### src/rtl/rvfi_commit_buffer.sv
// rvfi_commit_buffer
// In-order commit buffer between the MEM/WB capture point and the RVFI monitor.
// Each valid, unstalled, unflushed cycle captures one retirement packet into a
// DEPTH-entry circular queue. The head packet is presented as a ready/valid
// commit stream with a 64-bit retirement order. On output, rd_wdata is forced to
// zero for rd==x0; the stored entry itself is left unchanged.
//
// Optional feature: define RVFI_HALT_DETECT_EN to build the sticky halt detector.
// A halt is detected when the committing packet has pc_wdata == pc_rdata. If the
// macro is undefined, halt is tied to 0.
//
// Ports:
//   clk        clock; all state changes on posedge
//   rst        asynchronous reset, active-low (0 = reset)
//   cap_valid  capture stage holds a real instruction
//   cap_stall  capture is suppressed while high; the queue still drains
//   cap_flush  discards all queued packets and any same-cycle capture
//   cap_pkt    packet, MSB first: {inst,pc_rdata,pc_wdata,rs1_rdata,rs2_rdata,
//              rd_wdata,mem_addr,mem_rdata,mem_wdata,rs1_addr,rs2_addr,rd_addr,
//              mem_rmask,mem_wmask,load_regfile,trap}
//   out_ready  monitor accepts the head packet
//   out_valid  head packet available
//   out_pkt    head packet, same layout, with rd==x0 scrubbing applied
//   commit     out_valid & out_ready
//   order      order of the head packet; counts commits from 0
//   count      number of queued packets, 0..DEPTH
//   overflow   sticky: a capture arrived while full and nothing popped
//   halt       sticky halt flag (RVFI_HALT_DETECT_EN only)
module rvfi_commit_buffer #(
  parameter  int XLEN  = 32,
  parameter  int DEPTH = 4,
  localparam int PKT_W = 9*XLEN + 15 + XLEN/4 + 2,
  localparam int CNT_W = $clog2(DEPTH) + 1
) (
  input  logic             clk,
  input  logic             rst,
  input  logic             cap_valid,
  input  logic             cap_stall,
  input  logic             cap_flush,
  input  logic [PKT_W-1:0] cap_pkt,
  input  logic             out_ready,
  output logic             out_valid,
  output logic [PKT_W-1:0] out_pkt,
  output logic             commit,
  output logic [63:0]      order,
  output logic [CNT_W-1:0] count,
  output logic             overflow,
  output logic             halt
);

  localparam int PTR_W        = $clog2(DEPTH);
  localparam int MASK_W       = XLEN/8;
  // Field offsets counted from the LSB end of the packet.
  localparam int RD_ADDR_LSB  = 2 + 2*MASK_W;
  localparam int DATA_LSB     = RD_ADDR_LSB + 15;
  localparam int RD_WDATA_LSB = DATA_LSB + 3*XLEN;

  logic [PKT_W-1:0] mem [DEPTH];
  logic [PTR_W-1:0] wr_ptr;
  logic [PTR_W-1:0] rd_ptr;
  logic             push;
  logic             pop;
  logic             store;
  logic             full;
  logic             empty;

  function automatic logic [PKT_W-1:0] scrub_rd(input logic [PKT_W-1:0] pkt);
    logic [PKT_W-1:0] res;
    res = pkt;
    if (pkt[RD_ADDR_LSB +: 5] == 5'd0) res[RD_WDATA_LSB +: XLEN] = '0;
    return res;
  endfunction

  assign full      = (count == CNT_W'(DEPTH));
  assign empty     = (count == '0);
  assign push      = cap_valid & ~cap_stall & ~cap_flush;
  assign out_valid = ~empty;
  assign pop       = out_valid & out_ready;
  assign commit    = pop;
  // When full, a capture only fits if the head leaves in the same cycle.
  assign store     = push & (~full | pop);
  assign out_pkt   = scrub_rd(mem[rd_ptr]);

  // Queue control and commit bookkeeping
  always_ff @(posedge clk or negedge rst) begin
    if (!rst) begin
      wr_ptr   <= '0;
      rd_ptr   <= '0;
      count    <= '0;
      order    <= '0;
      overflow <= 1'b0;
    end else begin
      if (pop) order <= order + 64'd1;
      if (push & full & ~pop) overflow <= 1'b1;
      if (cap_flush) begin
        wr_ptr <= '0;
        rd_ptr <= '0;
        count  <= '0;
      end else begin
        if (store) wr_ptr <= wr_ptr + PTR_W'(1);
        if (pop)   rd_ptr <= rd_ptr + PTR_W'(1);
        case ({store, pop})
          2'b10:   count <= count + CNT_W'(1);
          2'b01:   count <= count - CNT_W'(1);
          default: count <= count;
        endcase
      end
    end
  end

  // Packet storage (data only, no reset)
  always_ff @(posedge clk) begin
    if (store) mem[wr_ptr] <= cap_pkt;
  end

`ifdef RVFI_HALT_DETECT_EN
  localparam int PC_WDATA_LSB = DATA_LSB + 6*XLEN;
  localparam int PC_RDATA_LSB = DATA_LSB + 7*XLEN;

  logic halt_hit;

  // A committing instruction that jumps to itself marks the end of the program.
  assign halt_hit = pop &
                    (mem[rd_ptr][PC_WDATA_LSB +: XLEN] == mem[rd_ptr][PC_RDATA_LSB +: XLEN]);

  always_ff @(posedge clk or negedge rst) begin
    if (!rst)          halt <= 1'b0;
    else if (halt_hit) halt <= 1'b1;
  end
`else
  assign halt = 1'b0;
`endif

endmodule

### config.mk
export PLATFORM = sky130hd
export DESIGN_NAME = rvfi_commit_buffer
export DESIGN_NICKNAME = d
export VERILOG_FILES = /design/src/rtl/rvfi_commit_buffer.sv
export SDC_FILE = /design/constraint.sdc
export NUM_CORES = 1
export LEC_CHECK = 0
export ABC_CLOCK_PERIOD_IN_PS = 27200
export BUFFER_PORTS_ARGS = -buffer_cell sky130_fd_sc_hd__buf_2
export CORE_ASPECT_RATIO = 0.6
export CORE_UTILIZATION = 25
export CTS_CLUSTER_SIZE = 12
export DETAILED_ROUTE_END_ITERATION = 12
export PLACE_DENSITY = 0.46
export SETUP_SLACK_MARGIN = 0.15
export SLEW_MARGIN = 25
export SYNTH_ARGS = -nofsm -noshare
export SYNTH_HDL_FRONTEND = slang
export SYNTH_SLANG_ARGS = --single-unit
### constraint.sdc
create_clock -name clk -period 27.2 [get_ports clk]
set_clock_uncertainty 0.15 [all_clocks]
set_input_delay 1.36 -clock clk [delete_from_list [all_inputs] [get_ports clk]]
set_output_delay 1.36 -clock clk [all_outputs]
set_load 0.02 [all_outputs]
=== Word level (Yosys, flattened, before mapping) ===
Memories as Yosys holds them, arrays and structs flattened.
Index checks and enable logic that the tools add are counted.

* Input port bits: 319
* RAM bits: 1252
* Bits in registers: 72
* Logic and storage cells: 40
* Output and inout bits: 384
* Memories: 1

* Equal/unequal tests: 3
* Reduce and logical (&&, ||, !) cells: 5
* Bitwise gates (word level): 12
* Add/subtract/negate cells: 5
* Mux-type cells: 9

{| class="wikitable"
|+ Memory list
! memory !! depth !! width !! rd ports !! clocked after memory_dff !! wr ports !! RTL line !! text
|-
| mem || 4 || 313 || 1 || 0 || 1 || 58 || <nowiki>logic [PKT_W-1:0] mem [DEPTH];</nowiki>
|}

{| class="wikitable"
|+ Operators by type and width
! operator !! number
|-
| $add 64x1->64 const B || 1
|-
| $mux 32 || 1
|-
| $mux 2 || 4
|-
| $and 1x1->1 || 6
|-
| $pmux 3 s2 || 1
|-
| $logic_not 5->1 || 1
|-
| $not 1->1 || 5
|-
| $add 2x1->2 const B || 2
|-
| $reduce_bool 2->1 || 2
|-
| $add 3x1->3 const B || 1
|-
| $eq 3x3->1 const B || 1
|-
| $logic_not 3->1 || 1
|-
| $mux 3 || 1
|-
| $reduce_bool 3->1 || 1
|-
| $sub 3x1->3 const B || 1
|-
| $eq 2x1->1 const B || 1
|-
| $eq 2x2->1 const B || 1
|-
| $mux 1 || 2
|-
| $or 1x1->1 || 1
|}

=== Logic depth before layout (Yosys ltp) ===
Gate-level depths: netlist (run 1).

* Word-level depth: 8
* Mapped depth: 8
* Gate-level depth less buffers: 7

=== Worst setup path before layout (run 1) ===
No wires, ideal clock.

* Kind: input to register
* Start point: in cap_flush
* End point: mem mem[0][0] (netlist name), enable pin
* Buffers on the path: 2
* Required time: 26.335 ns
* Setup time: 0.715 ns
* Stages on the path: 5
* Data arrival time: 9.409 ns
* Slack: 16.927 ns
* Cell sequence: clkbuf_1 > nor3b_1 > nor2b_1 > clkbuf_1 > and2_1

* Cells in the longest elaborated chain, start to end: 5

{| class="wikitable"
|+ RTL lines
! item !! RTL line !! text
|-
| start, declared || 39 || <nowiki>input logic cap_flush,</nowiki>
|-
| $not 1->1 || 76 || <nowiki>assign push = cap_valid & ~cap_stall & ~cap_flush;</nowiki>
|-
| $and 1x1->1 || 76 ||
|-
| $and 1x1->1 || 81 || <nowiki>assign store = push & (~full | pop);</nowiki>
|-
| $mux 1 || 113 || <nowiki>if (store) mem[wr_ptr] <= cap_pkt;</nowiki>
|-
| $mux 1 (not written as such) || 113 ||
|-
| end, declared || 58 ||
|}

No other way between the ends.

=== Worst setup path after layout (run 1) ===
* Start point: reg rd_ptr[0]
* End point: out out_pkt[140]

* Cells in the longest elaborated chain, start to end: 3

{| class="wikitable"
|+ RTL lines
! item !! RTL line !! text
|-
| start, declared || 60 || <nowiki>logic [PTR_W-1:0] rd_ptr;</nowiki>
|-
| start signal, assigned || 101 || <nowiki>if (pop) rd_ptr <= rd_ptr + PTR_W'(1);</nowiki>
|-
| $mem_v2 4x313 (*) || -- ||
|-
| $logic_not 5->1 || 70 || <nowiki>if (pkt[RD_ADDR_LSB +: 5] == 5'd0) res[RD_WDATA_LSB +: XLEN] = '0;</nowiki>
|-
| $mux 32 (*) || 70 ||
|-
| end, declared || 43 || <nowiki>output logic [PKT_W-1:0] out_pkt,</nowiki>
|}

Every way passes the cells marked *; elsewhere a longest branch is shown, timed or not.

==> results of run 1 <==
==> per-stage QoR <==
step,utilization (%),std cells
after floorplan,-,2005
after global placement,28.85,5236
after detailed placement,28.87,5237
after CTS,31.06,5459
after global routing,31.07,5464
final,31.07,5466
==> worst register-to-register path, cell delays in order (launching register included) <==
cell and delay (ns):
dfrtp_1 0.44, nor4b_1 0.19, nor2b_1 0.51, and2_4 0.74, buf_12 0.43, buf_4 1.25, buf_4 0.88
==> area by class of cell <==
| cell class | count | area [um^2] | share of cell area [%] |
|---|---|---|---|
| sequential | 1324 | 39410 | 66.13 |
| multi-input combinational | 589 | 8847 | 14.85 |
| clock buffer | 187 | 3891 | 6.530 |
| timing repair buffer | 730 | 3841 | 6.446 |
| tap | 2583 | 3232 | 5.424 |
| clock inverter | 35 | 312.8 | 0.5249 |
| inverter | 11 | 41.29 | 0.06929 |
| antenna | 7 | 17.52 | 0.02940 |
==> flip-flops by register name, summed over array words and instances (netlist names) <==
name / count
rd_ptr: 2
overflow: 1
mem: 1252
wr_ptr: 2
count: 3
order: 64
==> synth_stat cells (all sizes together) (2+ instances only) <==
| master | count |
|---|---|
| nand3 | 27 |
| and2 | 5 |
| nor2 | 26 |
| clkbuf | 39 |
| nor3 | 21 |
| dfrtp | 72 |
| buf | 42 |
| or2 | 2 |
| xor2 | 46 |
| nor4 | 16 |
| mux4 | 313 |
| edfxtp | 1252 |
| and3 | 9 |
| inv | 11 |
| nand4 | 16 |
| xnor2 | 21 |
| nand2 | 31 |
| a21o | 2 |
| nor4b | 2 |
| o31ai | 2 |
| nor2b | 33 |
| ha | 5 |
| and4 | 5 |
==> power breakdown <==
part / total [mW] / switching (mW) / internal (mW)
clock network: 1.81 / 0.768 / 1.04
logic: 0.679 / 0.404 / 0.275
registers: 2.30 / 0.0239 / 2.27
total: 4.78 / 1.20 / 3.59
==> per-layer routing <==
layer	global-route usage [%]	routed length (um)
met1	16.36	53710
met2	17.94	54760
met3	4.162	8974
met4	2.996	2456
met5	0	291
==> logic make-up after synthesis <==
family                     count (synthesis)  share of synthesized area, %
other                                      1                      0.007711
xor gates and xnor gates                  67                         1.207
buffers and inverters                     92                        0.8130
muxes                                    314                         14.52
AOI/OAI and AO/OA                          6                       0.08489
DFF                                     1324                         81.01
adders and majority gates                  6                        0.1698
and+or+nand+nor                          195                         2.187
==> final timing paths <==
path | depth (start not counted) | endpoint
min in group asynchronous | 2 | order[40]$_DFFE_PN0N_
max in group asynchronous | 2 | rd_ptr[1]$_DFFE_PN0P_
worst min register to register | 1 | overflow$_DFFE_PN0P_
worst min-delay path | 1 | overflow$_DFFE_PN0P_
worst max register to register | 6 | mem[3][233]$_DFFE_PP_
worst max-delay path | 6 | out_pkt[140]
==> results.sh, run 1 <==
export IMPL_place_port_buffers=701
export IMPL_yosys_area_top_type_share_pct=77.31
export IMPL_finalNetCount=3127
export IMPL_hold_buffers=0
export IMPL_max_stage_delay_ns=0.84
export IMPL_synth_seq_area_share_pct=81.01
export IMPL_cts_tree="yes"
export IMPL_yosysWarnings=0
export IMPL_critPathCaptureType="output pin"
export IMPL_antenna_found_initial=39
export IMPL_synth_top_cell_by_area="edfxtp_1"
export IMPL_min_from="overflow$_DFFE_PN0P_"
export IMPL_cts_setup_buffers=0
export IMPL_num_io_pins=703
export IMPL_total_power_mw=4.783
export IMPL_cpMostUsedCell="buf_4"
export IMPL_slowest_stage="dfrtp_4"
export IMPL_arrival_ns=4.96
export IMPL_coreArea_um2=191800
export IMPL_grt_max_degree=119
export IMPL_crit_fanout=41
export IMPL_clkSinkCount=1324
export IMPL_rsz0062_at_grt="no"
export IMPL_grt_overflow=0
export IMPL_cp_top_family="buffers and inverters"
export IMPL_static_leakage_power_nw=19.81
export IMPL_path_class="flop to output pin"
export IMPL_drt_iter0_drc=1576
export IMPL_die_area_um2=196300
export IMPL_cp_num_buf_inv=4
export IMPL_synth_distinct_cells=34
export IMPL_hold_worst_slack_ns=0.3148
export IMPL_viasPerCell=4.232
export IMPL_hold_path_class="flop to flop"
export IMPL_dpl_cell_area_um2=55360
export IMPL_rr_startpoint="count[2]$_DFFE_PN0P_"
export IMPL_layout_common_cells="edfxtp_1 (1252), buf_2 (701), mux4_2 (313)"
export IMPL_rrSetupSlack_ns=22.15
export IMPL_synth_edf_count=1252
export IMPL_synth_ff_latch_count=1324
export IMPL_setup_viol_count_final=0
export IMPL_post_route_period_util_pct=23.78
export IMPL_gp_congestion=0.7632
export IMPL_wirelength_um=120200
export IMPL_grt_pass1_vias=23940
export IMPL_crit_chain="buf_4, buf_4, buf_4, mux4_2, nor2b_1, buf_2"
export IMPL_power_density_nw_per_um2=80.26
export IMPL_place_hpwl_um=75600
export IMPL_peakVddDrop_mv=0.04406
export IMPL_status="completed"
export IMPL_dpl_worst_slack_ns=20.76
export IMPL_final_common_cell="edfxtp_1"
export IMPL_clock_fmax_ghz=0.1546
export IMPL_synth_nets=2330
export IMPL_synthArstFlopShare_pct=5.438
export IMPL_nFillCells=18570
export IMPL_start_util_pct=25.36
export IMPL_fin_area_um2=59590
export IMPL_clock_latency_ns=0.75
export IMPL_syn_area_um2=48630
export IMPL_htreeDepth=4
export IMPL_max_cap_violations=0
export IMPL_root_buffer="clkbuf_16"
export IMPL_syn2layout_area_growth_pct=22.53
export IMPL_synthCells=2005
export IMPL_crit_required_ns=25.69
export IMPL_num_rows=124
export IMPL_first_pass_iters=5
export IMPL_synth_main_ff_cell="edfxtp_1"
export IMPL_drc=0
export IMPL_start_kind="flop"
export IMPL_slew_viol_final=0
export IMPL_cts_resized=0
export IMPL_clkTransAtPathRegs_ns=0.06
export IMPL_fin_ws_ns=20.73
export IMPL_die_h_um=343.6
export IMPL_ant_nets=0
export IMPL_vias=23130
export IMPL_grt_pass1_wl_um=172400
export IMPL_synth_area_per_cell_um2=24.25
export IMPL_die_width_um=571.4
export IMPL_tns_ns=0
export IMPL_hold_viol=0
export IMPL_synth_area_leaders="edfxtp_1 (77%), mux4_2 (14%), dfrtp_1 (3.7%), xor2_1 (0.83%), nor2b_1 (0.42%)"
export IMPL_globalRouteTotalUtil_pct=11.90
export IMPL_period_needed_ns=6.468
export IMPL_worstSetupStartpoint="rd_ptr[0]$_DFFE_PN0P_"
export IMPL_numCtsBuffers=146
export IMPL_drive_gt1_share_pct=42.63
export IMPL_wl_per_cell_um=21.99
export IMPL_relSlewSlack_pct=18.52
export IMPL_worst_pin_slew_ns=1.222
export IMPL_clock_path_buffers=4
Note: power is estimated with default switching activity, not from simulation.
==> inputs of run 2 (changes only) <==
Settings changed: ABC_CLOCK_PERIOD_IN_PS 27200 to 5870, PLACE_DENSITY 0.46 to 0.48.
Clock period 27.2 ns to 5.87 ns, I/O delays scaled along.
==> run 2 against run 1 <==
Die area unchanged. Worst hold slack worse by 0.24 ns. Sequential share of layout area down 3.3 points. First-iteration DRC count down 6.7%. Final area up 5.3%. Register-to-register slack worse by 19 ns. Via count up 5.0%. Critical endpoint is now out_pkt[144]. Highest routed layer unchanged.
==> results.sh, run 2 (same netlist as run 1, synthesis figures left out) <==
export IMPL_hold_path_class="primary input to async pin"
export IMPL_clock_path_buffers=4
export IMPL_clock_fmax_ghz=0.2214
export IMPL_r2r_end="mem[3][44]$_DFFE_PP_"
export IMPL_reg_top3="mem x1252, order x64, count x3"
export IMPL_rsz0062_at_grt="no"
export IMPL_max_cap_violations=0
export IMPL_place_hpwl_um=75030
export IMPL_largest_reg_flops=1252
export IMPL_globalRouteTotalUtil_pct=11.86
export IMPL_num_rows=124
export IMPL_wirelength_um=119500
export IMPL_relSlewSlack_pct=19.42
export IMPL_status="completed"
export IMPL_syn2layout_area_growth_pct=29.03
export IMPL_crit_required_ns=5.43
export IMPL_drive_gt1_share_pct=38.41
export IMPL_use_met2_pct=18.44
export IMPL_grt_overflow=0
export IMPL_hold_viol=0
export IMPL_nFillCells=18370
export IMPL_final_util_pct=32.72
export IMPL_cts_resized=0
export IMPL_grt_pass1_wl_um=174300
export IMPL_start_kind="flop"
export IMPL_root_buffer="clkbuf_16"
export IMPL_drt_iter0_drc=1471
export IMPL_top_usage_layer="met2"
export IMPL_place_port_buffers=701
export IMPL_wl_per_cell_um=20.69
export IMPL_power_density_nw_per_um2=351.7
export IMPL_drc=0
export IMPL_critPathCaptureType="output pin"
export IMPL_die_area_um2=196300
export IMPL_largest_register="mem"
export IMPL_slew_viol_final=0
export IMPL_use_met1_pct=16.12
export IMPL_setup_viol_count_final=0
export IMPL_worst_pin_slew_ns=1.209
export IMPL_finalNetCount=3450
export IMPL_clkSinkCount=1324
export IMPL_final_common_cell="edfxtp_1"
export IMPL_vias=24290
export IMPL_worstRegToRegCells=4
export IMPL_start_util_pct=25.36
export IMPL_htreeDepth=4
export IMPL_grt_max_degree=125
export IMPL_cts_setup_buffers=0
export IMPL_crit_fanout=36
export IMPL_gp_congestion=0.7670
export IMPL_static_leakage_power_nw=21.09
export IMPL_layout_common_cells="edfxtp_1 (1252), buf_2 (701), dlygate4sd3_1 (319)"
export IMPL_use_met3_pct=3.628
export IMPL_numCtsBuffers=144
export IMPL_first_pass_iters=5
export IMPL_die_width_um=571.4
export IMPL_peakVddDrop_mv=0.2124
export IMPL_ant_nets=0
export IMPL_grt_pass1_vias=25500
export IMPL_cts_tree="yes"
export IMPL_antenna_found_initial=20
export IMPL_period_needed_ns=4.517
export IMPL_post_route_period_util_pct=76.95
export IMPL_num_io_pins=703
export IMPL_die_h_um=343.6
export IMPL_path_class="flop to output pin"
export IMPL_hold_worst_slack_ns=0.07747
export IMPL_rrSetupSlack_ns=2.68
export IMPL_dpl_cell_area_um2=55500
export IMPL_clock_latency_ns=0.75
export IMPL_rr_startpoint="count[2]$_DFFE_PN0P_"
export IMPL_tns_ns=0
export IMPL_arrival_ns=4.07
export IMPL_viasPerCell=4.203
export IMPL_clkTransAtPathRegs_ns=0.06
export IMPL_coreArea_um2=191800
export IMPL_fin_area_um2=62750
==> run 2: cell types whose count changed in the layout (fill, tap and decap cells not counted), moves of 4 or more <==
cell           change
clkinv_1           -5
clkinv_4           -4
dlygate4sd3_1    +319
clkinvlp_4         +4
clkinv_2           -4
diode_2            +4
buf_12            +10
==> run 2: metal layers <==
metal	wire, um	vias to the layer above	part of all wire, %
met5	93	-	0.078
met4	2597	16	2.2
met3	8302	187	6.9
met2	55840	627	47
met1	52690	12800	44
li1	-	10650	-
==> run 2: power by group <==
part	leakage (nW)	switching (mW)	internal, mW
Sequential	12.3	0.116	10.5
Combinational	6.88	1.91	1.43
Clock	1.93	3.49	4.60
Total	21.1	5.51	16.6
==> run 2: worst max-delay path by stage <==
| stage | end | depth (start not counted) | slack [ns] | startpoint |
|---|---|---|---|---|
| detailed placement | out_pkt[143] | 6 | 1.91 | rd_ptr[0]$_DFFE_PN0P_ |
| global placement | out_pkt[139] | 6 | 1.98 | rd_ptr[0]$_DFFE_PN0P_ |
| floorplan | mem[0][0]$_DFFE_PP_ | 5 | 0.18 | cap_flush |
| global route | out_pkt[143] | 6 | 0.99 | rd_ptr[0]$_DFFE_PN0P_ |
| CTS | out_pkt[143] | 6 | 1.07 | rd_ptr[0]$_DFFE_PN0P_ |
| finish | out_pkt[144] | 6 | 1.35 | rd_ptr[0]$_DFFE_PN0P_ |
==> run 2: critical path, cell delays in order, from the launching register on <==
cell and delay, ns:
dfrtp_4 0.98, mux4_2 0.61, or4_4 0.56, nor2_4 0.44
buf_4 0.43, nor2b_1 0.10, buf_2 0.17
==> run 2: timing repair <==
action,4_1_cts,5_1_grt
hold buffers,319,0
endpoints found under the hold margin,1343,0
setup endpoints to repair,0,0
==> run 2: through the flow <==
step / worst slack (ns) / cells / power (mW)
final: 1.353 / 5778 / 22.07
after global routing: 0.9913 / 5777 / 22.96
after CTS: 1.074 / 5766 / 22.47
after detailed placement: 1.913 / 5242 / 14.07
after global placement: 1.976 / 5242 / 14.06
after floorplan: 0.1774 / 2005 / 12.88
==> run 2: area by class of cell <==
type                       count  area (um^2)  area share (%)
timing repair buffer        1055         7201           11.48
multi-input combinational    589         8847           14.10
tap                         2583         3232           5.151
clock buffer                 182         3830           6.104
clock inverter                23        163.9          0.2612
inverter                      11        41.29         0.06580
antenna                       11        27.53         0.04387
sequential                  1324        39410           62.80
